--- config.mk ---
export PLATFORM = sky130hd
export DESIGN_NAME = moxie_decode
export DESIGN_NICKNAME = d
export VERILOG_FILES = /design/src/rtl/moxie_decode.sv
export SDC_FILE = /design/constraint.sdc
export NUM_CORES = 1
export LEC_CHECK = 0
export CAP_MARGIN = 15
export CORE_MARGIN = 1
export CORE_UTILIZATION = 43
export CTS_CLUSTER_SIZE = 28
export DETAILED_ROUTE_END_ITERATION = 6
export PLACE_DENSITY = 0.93
export SYNTH_ARGS = -nofsm -noshare
export SYNTH_HDL_FRONTEND = slang
export SYNTH_SLANG_ARGS = --single-unit
--- constraint.sdc ---
create_clock -name clk_i -period 3.1 [get_ports clk_i]
set_input_delay 0.465 -clock clk_i [delete_from_list [all_inputs] [get_ports clk_i]]
set_output_delay 0.465 -clock clk_i [all_outputs]
set_load 0.05 [all_outputs]
--- src/rtl/moxie_decode.sv ---
// Moxie decode stage: 16-bit instruction + 32-bit extension word -> registered micro-op and register controls.
// Latency: 1 cycle from opcode_i/operand_i to every output.
// Backpressure: stall_i=1 freezes all output registers and ignores the inputs; fetch holds its word meanwhile.
//
// Ports:
//   clk_i, rst_i              clock (rising edge), asynchronous active-high reset (clears outputs to NOP)
//   opcode_i, operand_i       instruction word and extension/immediate word from fetch
//   valid_i, stall_i          instruction qualifier, hazard stall (stall wins over valid)
//   op_o, operand_o           micro-op code and immediate for execute
//   regA_o, regB_o            register-file read indices
//   register_*_enable_o       read A / read B / write enables
//   register_write_index_o    destination register (the A field of a writing instruction)
//
// Build option: define MOXIE_DECODE_SHIFT_EN to decode 0x27/0x28/0x2d as LSHR/ASHL/ASHR;
// without it those opcodes decode as NOP.

module moxie_decode (
    input  logic        clk_i,
    input  logic        rst_i,
    input  logic [15:0] opcode_i,
    input  logic [31:0] operand_i,
    input  logic        valid_i,
    input  logic        stall_i,
    output logic [5:0]  op_o,
    output logic [31:0] operand_o,
    output logic [3:0]  regA_o,
    output logic [3:0]  regB_o,
    output logic        register_A_read_enable_o,
    output logic        register_B_read_enable_o,
    output logic        register_write_enable_o,
    output logic [3:0]  register_write_index_o
);

    typedef enum logic [5:0] {
        UOP_NOP  = 6'd0,  UOP_MOV  = 6'd1,  UOP_LDI  = 6'd2,  UOP_ADD  = 6'd3,
        UOP_SUB  = 6'd4,  UOP_AND  = 6'd5,  UOP_OR   = 6'd6,  UOP_XOR  = 6'd7,
        UOP_NOT  = 6'd8,  UOP_NEG  = 6'd9,  UOP_INC  = 6'd10, UOP_DEC  = 6'd11,
        UOP_LSHR = 6'd12, UOP_ASHL = 6'd13, UOP_ASHR = 6'd14, UOP_MUL  = 6'd15
    } uop_e;

    typedef struct packed {
        logic [5:0]  op;
        logic [31:0] operand;
        logic [3:0]  reg_a;
        logic [3:0]  reg_b;
        logic        rd_a_en;
        logic        rd_b_en;
        logic        wr_en;
        logic [3:0]  wr_idx;
    } dec_t;

    uop_e       uop;
    logic [3:0] fld_a;
    logic [3:0] fld_b;
    dec_t       dec_d;
    dec_t       dec_q;

    // Field extraction and micro-op selection. Invalid input, form 3 and
    // unmapped opcodes all fall through to NOP, which is also the bubble.
    always_comb begin
        uop   = UOP_NOP;
        fld_a = 4'd0;
        fld_b = 4'd0;
        if (valid_i) begin
            if (!opcode_i[15]) begin
                fld_a = opcode_i[7:4];
                fld_b = opcode_i[3:0];
                case (opcode_i[15:8])
                    8'h01:   uop = UOP_LDI;
                    8'h02:   uop = UOP_MOV;
                    8'h05:   uop = UOP_ADD;
                    8'h29:   uop = UOP_SUB;
                    8'h26:   uop = UOP_AND;
                    8'h2b:   uop = UOP_OR;
                    8'h2e:   uop = UOP_XOR;
                    8'h2c:   uop = UOP_NOT;
                    8'h2a:   uop = UOP_NEG;
                    8'h2f:   uop = UOP_MUL;
`ifdef MOXIE_DECODE_SHIFT_EN
                    8'h27:   uop = UOP_LSHR;
                    8'h28:   uop = UOP_ASHL;
                    8'h2d:   uop = UOP_ASHR;
`endif
                    default: uop = UOP_NOP;
                endcase
            end else if (!opcode_i[14]) begin
                fld_a = opcode_i[11:8];
                case (opcode_i[13:12])
                    2'b00:   uop = UOP_INC;
                    2'b01:   uop = UOP_DEC;
                    default: uop = UOP_NOP;   // gsr / ssr not handled here
                endcase
            end
        end
    end

    // Per-class enables and operand. Every non-NOP micro-op writes its A field.
    always_comb begin
        dec_d = '0;
        if (uop != UOP_NOP) begin
            dec_d.op     = uop;
            dec_d.reg_a  = fld_a;
            dec_d.wr_en  = 1'b1;
            dec_d.wr_idx = fld_a;
        end
        case (uop)
            UOP_NOP: ;
            UOP_LDI: begin
                dec_d.reg_b   = fld_b;
                dec_d.operand = operand_i;
            end
            UOP_MOV, UOP_NOT, UOP_NEG: begin
                dec_d.reg_b   = fld_b;
                dec_d.rd_b_en = 1'b1;
            end
            UOP_INC, UOP_DEC: begin
                // Immediate is the low byte of the instruction itself; B slot unused.
                dec_d.rd_a_en = 1'b1;
                dec_d.operand = {24'd0, opcode_i[7:0]};
            end
            default: begin
                dec_d.reg_b   = fld_b;
                dec_d.rd_a_en = 1'b1;
                dec_d.rd_b_en = 1'b1;
            end
        endcase
    end

    always_ff @(posedge clk_i or posedge rst_i) begin
        if (rst_i) begin
            dec_q <= '0;
        end else if (!stall_i) begin
            dec_q <= dec_d;
        end
    end

    assign op_o                     = dec_q.op;
    assign operand_o                = dec_q.operand;
    assign regA_o                   = dec_q.reg_a;
    assign regB_o                   = dec_q.reg_b;
    assign register_A_read_enable_o = dec_q.rd_a_en;
    assign register_B_read_enable_o = dec_q.rd_b_en;
    assign register_write_enable_o  = dec_q.wr_en;
    assign register_write_index_o   = dec_q.wr_idx;

endmodule

After elaboration in Yosys (flattened, before gate mapping)
Index checks and enable logic that the tools add are counted.
{"block": "totals", "elab_cells": 49, "out_inout_bits": 53, "reg_bits": 53, "input_bits": 52}
{"block": "classes", "reduce_logical": 7, "n_eq_ne": 17, "n_mux": 17}
{"operator": "32-bit case mux with 2 select lines", "count": 1}
{"operator": "8-bit by 6-bit == test with 1-bit output, second input constant", "count": 7}
{"operator": "4-bit case mux with 10 select lines", "count": 1}
{"operator": "4-bit two-way mux", "count": 8}
{"operator": "6-bit by 4-bit == test with 1-bit output, second input constant", "count": 4}
{"operator": "6-bit two-way mux", "count": 3}
{"operator": "8-bit by 1-bit == test with 1-bit output, second input constant", "count": 1}
{"operator": "8-bit by 2-bit == test with 1-bit output, second input constant", "count": 1}
{"operator": "8-bit by 3-bit == test with 1-bit output, second input constant", "count": 1}
{"operator": "4-bit case mux with 2 select lines", "count": 1}
{"operator": "6-bit by 1-bit == test with 1-bit output, second input constant", "count": 1}
{"operator": "6-bit by 2-bit == test with 1-bit output, second input constant", "count": 1}
{"operator": "6-bit zero test", "count": 1}
{"operator": "6-bit nonzero test", "count": 1}
{"operator": "5-bit two-way mux", "count": 1}
{"operator": "5-bit OR reduction", "count": 1}
{"operator": "4-bit OR reduction", "count": 1}
{"operator": "3-bit OR reduction", "count": 1}
{"operator": "2-bit by 1-bit == test with 1-bit output, second input constant", "count": 1}
{"operator": "2-bit zero test", "count": 1}
{"operator": "1-bit two-way mux", "count": 2}
{"operator": "2-bit OR reduction", "count": 1}

Depth between registers and ports, before layout
Gate-level depths: netlist of run 1.
{"block": "depth", "ltp_word": 8, "ltp_mapped": 8, "depth_no_buf": 6}

Least setup slack after synthesis of run 1
OpenSTA, ideal clock, no wires.
{"block": "synth_timing", "path_kind": "input to register", "start": "input port opcode_i[10]", "end": "register dec_q (netlist bit operand_o[0])", "cell_stages": 8, "n_path_buf": 2, "setup_time_ps": 126, "slack_ps": 992, "t_arrival_ps": 1982, "cell_sequence": "buf_6 > and4bb_1 > a22oi_1 > o311ai_1 > a21oi_2 > nor3b_4 > buf_6 > a221o_1"}
{"block": "synth_via", "elab_chain_cells": 7, "elab_cells_between_ends": 18, "cone_classes": "eq/ne: 13; mux: 4; reduce/logical: 1"}
{"element": "start, declared", "line_no": "20", "text": "input logic [15:0] opcode_i,"}
{"element": "8-bit by 6-bit == test with 1-bit output (tied with other cells)", "line_no": "68", "text": "case (opcode_i[15:8])"}
{"element": "4-bit case mux with 10 select lines *", "line_no": "68"}
{"element": "6-bit two-way mux *", "line_no": "65", "text": "if (!opcode_i[15]) begin"}
{"element": "6-bit two-way mux *", "line_no": "64", "text": "if (valid_i) begin"}
{"element": "6-bit by 4-bit == test with 1-bit output", "line_no": "106", "text": "case (uop)"}
{"element": "2-bit OR reduction", "line_no": "106"}
{"element": "32-bit case mux with 2 select lines *", "line_no": "106"}
{"element": "end signal, assigned", "line_no": "131", "text": "dec_q <= '0;"}
{"element": "end signal, assigned", "line_no": "133", "text": "dec_q <= dec_d;"}
{"element": "end, declared", "line_no": "56", "text": "dec_t dec_q;"}
Every way passes the cells marked *; elsewhere a longest branch is shown, timed or not.
A chain may end at the register's enable or synchronous reset.

Final worst setup path of run 1
{"block": "layout_timing", "start": "input port opcode_i[13]", "end": "register dec_q (netlist bit operand_o[5])"}
{"block": "layout_via", "elab_chain_cells": 8, "elab_cells_between_ends": 22, "cone_classes": "eq/ne: 14; mux: 6; reduce/logical: 2"}
{"element": "branches (longest 3 deep; another with 4-bit case mux with 10 select lines)"}
{"element": "6-bit two-way mux *", "line_no": "65"}
{"element": "6-bit two-way mux *", "line_no": "64"}
{"element": "6-bit by 4-bit == test with 1-bit output", "line_no": "106"}
{"element": "2-bit OR reduction", "line_no": "106"}
{"element": "32-bit case mux with 2 select lines *", "line_no": "106"}
Mark *: on every way between the ends.

==> results of run 1 <==
==> stage by stage <==
step	setup slack (ps)	hold slack (ps)	instance area (um^2)
finish	530	490	3290
global route	397	517	3290
CTS	562	497	3290
detailed placement	258	479	3160
global placement	356	476	3160
floorplan	992	594	2150
==> final timing paths <==
| kind | startpoint | end | slack (ps) | cells after the start |
|---|---|---|---|---|
| worst max-delay path | opcode_i[13] | operand_o[5] | 530 | 8 |
| worst min-delay path | register_A_read_enable_o | register_A_read_enable_o | 490 | 1 |
| worst max register to register | operand_o[5] | operand_o[5] | 2180 | 2 |
| worst min register to register | register_A_read_enable_o | register_A_read_enable_o | 490 | 1 |
| max in group asynchronous | rst_i | operand_o[10] | 1810 | 2 |
| min in group asynchronous | rst_i | operand_o[19] | 710 | 2 |
==> logic make-up after synthesis <==
logic type | Yosys count | share of synthesized area
simple gates | 47 | 0.136
xor+xnor | 1 | 0.00409
other cells | 1 | 0.00175
buf+inv | 20 | 0.0596
mux | 3 | 0.0146
flops | 47 | 0.549
compound gates | 60 | 0.235
==> Yosys cell counts <==
library cell | count | share of area
nand4_1 | 1 | 0.0029
and2b_1 | 1 | 0.0035
o211a_1 | 1 | 0.0047
a221o_1 | 8 | 0.037
o311ai_1 | 1 | 0.0041
inv_1 | 4 | 0.0070
and2_1 | 10 | 0.029
dfrtp_1 | 47 | 0.55
xnor2_1 | 1 | 0.0041
a22o_1 | 28 | 0.11
and2_0 | 1 | 0.0029
nand2b_1 | 2 | 0.0058
or2_1 | 1 | 0.0029
nor3b_4 | 2 | 0.018
a22oi_1 | 3 | 0.011
clkbuf_1 | 6 | 0.011
o311ai_0 | 1 | 0.0041
a21o_1 | 1 | 0.0035
and3_1 | 2 | 0.0058
mux2_2 | 1 | 0.0053
a21oi_1 | 2 | 0.0047
buf_4 | 6 | 0.021
o21ai_1 | 1 | 0.0023
nor4b_1 | 1 | 0.0041
or3_1 | 1 | 0.0029
a31oi_1 | 1 | 0.0029
nand3_1 | 3 | 0.0070
a21oi_2 | 1 | 0.0041
and4bb_1 | 2 | 0.012
nor3_1 | 2 | 0.0047
buf_6 | 4 | 0.021
a2111oi_2 | 1 | 0.0070
nor3b_1 | 2 | 0.0070
nor2_1 | 4 | 0.0070
a211oi_1 | 1 | 0.0035
o21ai_0 | 3 | 0.0070
conb_1 | 1 | 0.0018
nand2_1 | 12 | 0.021
o31ai_1 | 5 | 0.018
o211ai_1 | 2 | 0.0070
mux2i_1 | 2 | 0.0093
==> metal layers <==
layer	GRT usage	part of all wire	routed length (um)	vias to the layer above
met2	0.327	0.50	2650	78
met4	0.0523	0.0027	14	0
met1	0.257	0.43	2260	876
li1	-	-	-	855
met3	0.0552	0.064	339	2
met5	0	0	0	-
==> state kept, by name (all words and copies together) (netlist names) <==
register	cells
regB_o	4
register_A_read_enable_o	1
operand_o	32
regA_o	4
register_B_read_enable_o	1
op_o	4
register_write_enable_o	1
==> power by group <==
group,total [mW],leakage (nW),switching [mW],internal (mW)
combinational,0.399,0.716,0.238,0.161
sequential,0.667,0.640,0.0210,0.646
clock,0.514,0.0654,0.192,0.322
total,1.58,1.42,0.450,1.13
==> area by class of cell <==
class	count	area (um^2)	share of cell area
clock buffer	6	72.6	0.0220
clock inverter	2	60.1	0.0182
inverter	4	15.0	0.00456
multi-input combinational	113	842	0.256
sequential	47	1180	0.357
tap	67	83.8	0.0255
timing repair buffer	104	1040	0.317
==> flow_summary.ini, run 1 <==
[run_status]
outcome = completed

[worst_setup_path]
path_delay_family = compound AO/OA/AOI/OAI gates
critPathMaxFanout = 32
max_stage_delay_ps = 540
cp-end-kind = register
cp.arrival_ps = 2750
crit_slowest_cell = clkdlybuf4s50_1
crit_required_ps = 3270
startpoint_type = input pin
worst-path-buf-inv = 2
worstSetupPathType = in2reg
path_cells = clkdlybuf4s50_1, o21ai_1, nand2_1, o311ai_0, a21oi_2, nor3b_4, buf_12, a221o_1

[timing]
max_freq_mhz = 389
finalSetupTns_ps = 0
post-route-min-period_ps = 2570
post-route-period-util = 0.829
slew_violations = 0
fin_skew_ps = 0
setup_viol = 0
worstMarginPinSlew_ps = 992
final_hold_viol_count = 0
slew-limit-headroom = 0.339
rsz0062_at_grt = false

[clocking]
post_cts_buffers = 0
cts_hold_buffers = 0
cts_buffer_depth = 2
h-tree-depth = 2
cts_resized = 0
cts.sinks = 47
cts_root_buf = clkbuf_8
clk_latency_ps = 280
cts.clk_slew.worst_paths_ps = 80
tritoncts = built
cts_buffers = 5

[detailed_routing]
routed_via_density = 5.28
final_antenna_net_count = 0
route.detailed.drc = 0
drt-initial-drc-count = 84
drt_pre_antenna_iters = 4
num_vias = 1811
wire_per_inst_um = 15.3
drt_wl_total_um = 5260

[grt]
grt_pass1_wl_um = 8090
antenna_found_initial = 0
grt_max_degree = 60
grt_pass1_vias = 1660
grt_usage = 0.198
grt_overflow_total = 0

[layout]
layoutNonFillerInstCount = 343
fin_nets = 327
drive_above_1_share = 0.0580
final_cell_mix = clkdlybuf4s50_1 (101), dfrtp_1 (47), a22o_1 (28)
final_common_cell = clkdlybuf4s50_1
area_delta_synth_final_pct = 53.7
n_antenna_cell = 0
utilization = 0.693
fillCellCount = 376

[yosys]
seq_area_frac_synth = 0.549
avgSynthCellArea_um2 = 12.0
yosysUniqueCellTypes = 41
synth_area_mm2 = 0.00214
synth-seq-cells = 47
syn_inst = 179
yosysWarnings = 0

[floorplan]
coreArea_mm2 = 0.00475
dieArea_mm2 = 0.00527
io_pins = 105
rows = 25
start_util = 0.451
die_w_um = 72.6
fp.dieH_um = 72.6

[worst_hold_path]
hold_class = reg2reg

[pwr]
ir_drop_mv = 0.218
power_density_mw_per_mm2 = 480
power_mw = 1.58
p_leak_nw = 1.42

[placement]
hpwl_um = 3800
io_buffers = 102
gp_congestion = 0.890
placed_cells = 335

[job]
cap_violations = 0
(Power assumes the default switching activity.)
==> inputs of run 2 (changes only) <==
Settings changed: CORE_UTILIZATION 43 to 36, PLACE_DENSITY 0.93 to 0.84.
Clock period 3.1 ns to 2.3 ns, I/O delays scaled along.
==> flow_summary.ini, run 2 (same netlist as run 1, synthesis figures left out) <==
[pwr]
p_seq_frac = 0.439
power_density_mw_per_mm2 = 575
combPwrFrac = 0.287
p_int_mw = 1.44
p_leak_nw = 1.58
ir_drop_mv = 0.309
switching_share = 0.295
switchingPower_mw = 0.603
power.share.clock = 0.274

[clocking]
cts_hold_buffers = 0
clk_latency_ps = 290
tritoncts = built
cts.sinks = 47
cts_resized = 0
h-tree-depth = 2
cts_root_buf = clkbuf_8
post_cts_buffers = 0
cts_buffer_depth = 2
cts_buffers = 5
cts.clk_slew.worst_paths_ps = 80

[floorplan]
io_pins = 105
fp.dieH_um = 79.1
die_w_um = 79.1
start_util = 0.382
dieArea_mm2 = 0.00626
rows = 27
coreArea_mm2 = 0.00561

[grt]
grt_pass1_vias = 1893
grt_overflow_total = 0
grt_pass1_wl_um = 9360
antenna_found_initial = 0
grt_max_degree = 32
grt_usage = 0.195

[timing]
max_freq_mhz = 456
post-route-period-util = 0.953
slew_violations = 0
setup_viol = 0
final_hold_viol_count = 0
fin_skew_ps = 0
slew-limit-headroom = 0.627
rsz0062_at_grt = false
worstMarginPinSlew_ps = 559
post-route-min-period_ps = 2190

[worst_setup_path]
startpoint_type = input pin
crit_required_ps = 2520
rr_startpoint = operand_o[7]
r2r_cells = 2
r2r_end = operand_o[7]
worstSetupPathType = in2reg
critPathMaxFanout = 11
r2r_slack_ps = 1380
cp.arrival_ps = 2420
cp-end-kind = register

[detailed_routing]
num_vias = 1908
final_antenna_net_count = 0
drt_pre_antenna_iters = 4
drt-initial-drc-count = 83
route.detailed.drc = 0
drt_wl_total_um = 5970
wire_per_inst_um = 15.9
routed_via_density = 5.09

[layout]
drive_above_1_share = 0.149
fin_area_mm2 = 0.00356
largest_reg_flops = 32
final_cell_mix = clkdlybuf4s50_1 (99), dfrtp_1 (47), a22o_1 (28)
utilization = 0.635
final_common_cell = clkdlybuf4s50_1
area_delta_synth_final_pct = 66.2
n_antenna_cell = 0
fin_nets = 355

[job]
cap_violations = 0

[run_status]
outcome = completed

[placement]
hpwl_um = 4670
gp_congestion = 0.826
dpl_cell_area_mm2 = 0.00344
io_buffers = 102

[worst_hold_path]
hold_class = in2async
==> run 2: area by class of cell <==
class	count	area [um^2]
fillers	456	2050
repair buffers	132	1320
flip-flops and latches	47	1180
multi-input cells	113	855
well taps	72	90.1
clock buffers	6	72.6
clock inverters	1	30.0
inverters	4	15.0
==> run 2: power by group through the flow <==
stage / logic, mW / registers [mW] / clock network [mW]
floorplan: 0.160 / 1.07 / 0
global placement: 0.583 / 0.913 / 0
detailed placement: 0.588 / 0.915 / 0
CTS: 0.590 / 0.899 / 0.574
global route: 0.618 / 0.905 / 0.608
finish: 0.587 / 0.899 / 0.560
==> run 2: through the flow <==
step	instances	setup WS, ps	setup TNS [ps]	hold WS, ps	total power, mW
global route	375	9.14	0	444	2.13
finish	375	107	0	392	2.05
global placement	368	-262	-8950	467	1.50
detailed placement	368	-252	-8870	473	1.50
CTS	375	19.2	0	398	2.06
floorplan	180	312	0	474	1.23
==> run 2: layer usage <==
metal  track usage  up-vias  wire length (um)  part of all wire
li1              -      914                 -                 -
met1         0.237      910              2450              0.41
met4        0.0764        0               131             0.022
met3        0.0437       10               404             0.068
met5             0        -                 0                 0
met2         0.334       74              2980              0.50
==> run 2: critical path, cell delays in order <==
cell and delay [ps]:
clkdlybuf4s50_1 590, and4bb_1 260, nand3_1 80, and3_1 210
or2_1 260, nor3b_4 240, buf_12 170, buf_12 130
a22o_1 140
==> run 2: how the worst max path moves through the flow <==
| stage | start | end | depth (start not counted) |
|---|---|---|---|
| 5_1_grt | opcode_i[11] | regB_o[2] | 9 |
| 4_1_cts | opcode_i[13] | regB_o[1] | 9 |
| 3_5_place_dp | opcode_i[13] | regB_o[3] | 9 |
| 2_1_floorplan | opcode_i[10] | operand_o[0] | 8 |
| 6_report | opcode_i[11] | operand_o[16] | 9 |
| 3_3_place_gp | opcode_i[11] | regB_o[3] | 9 |
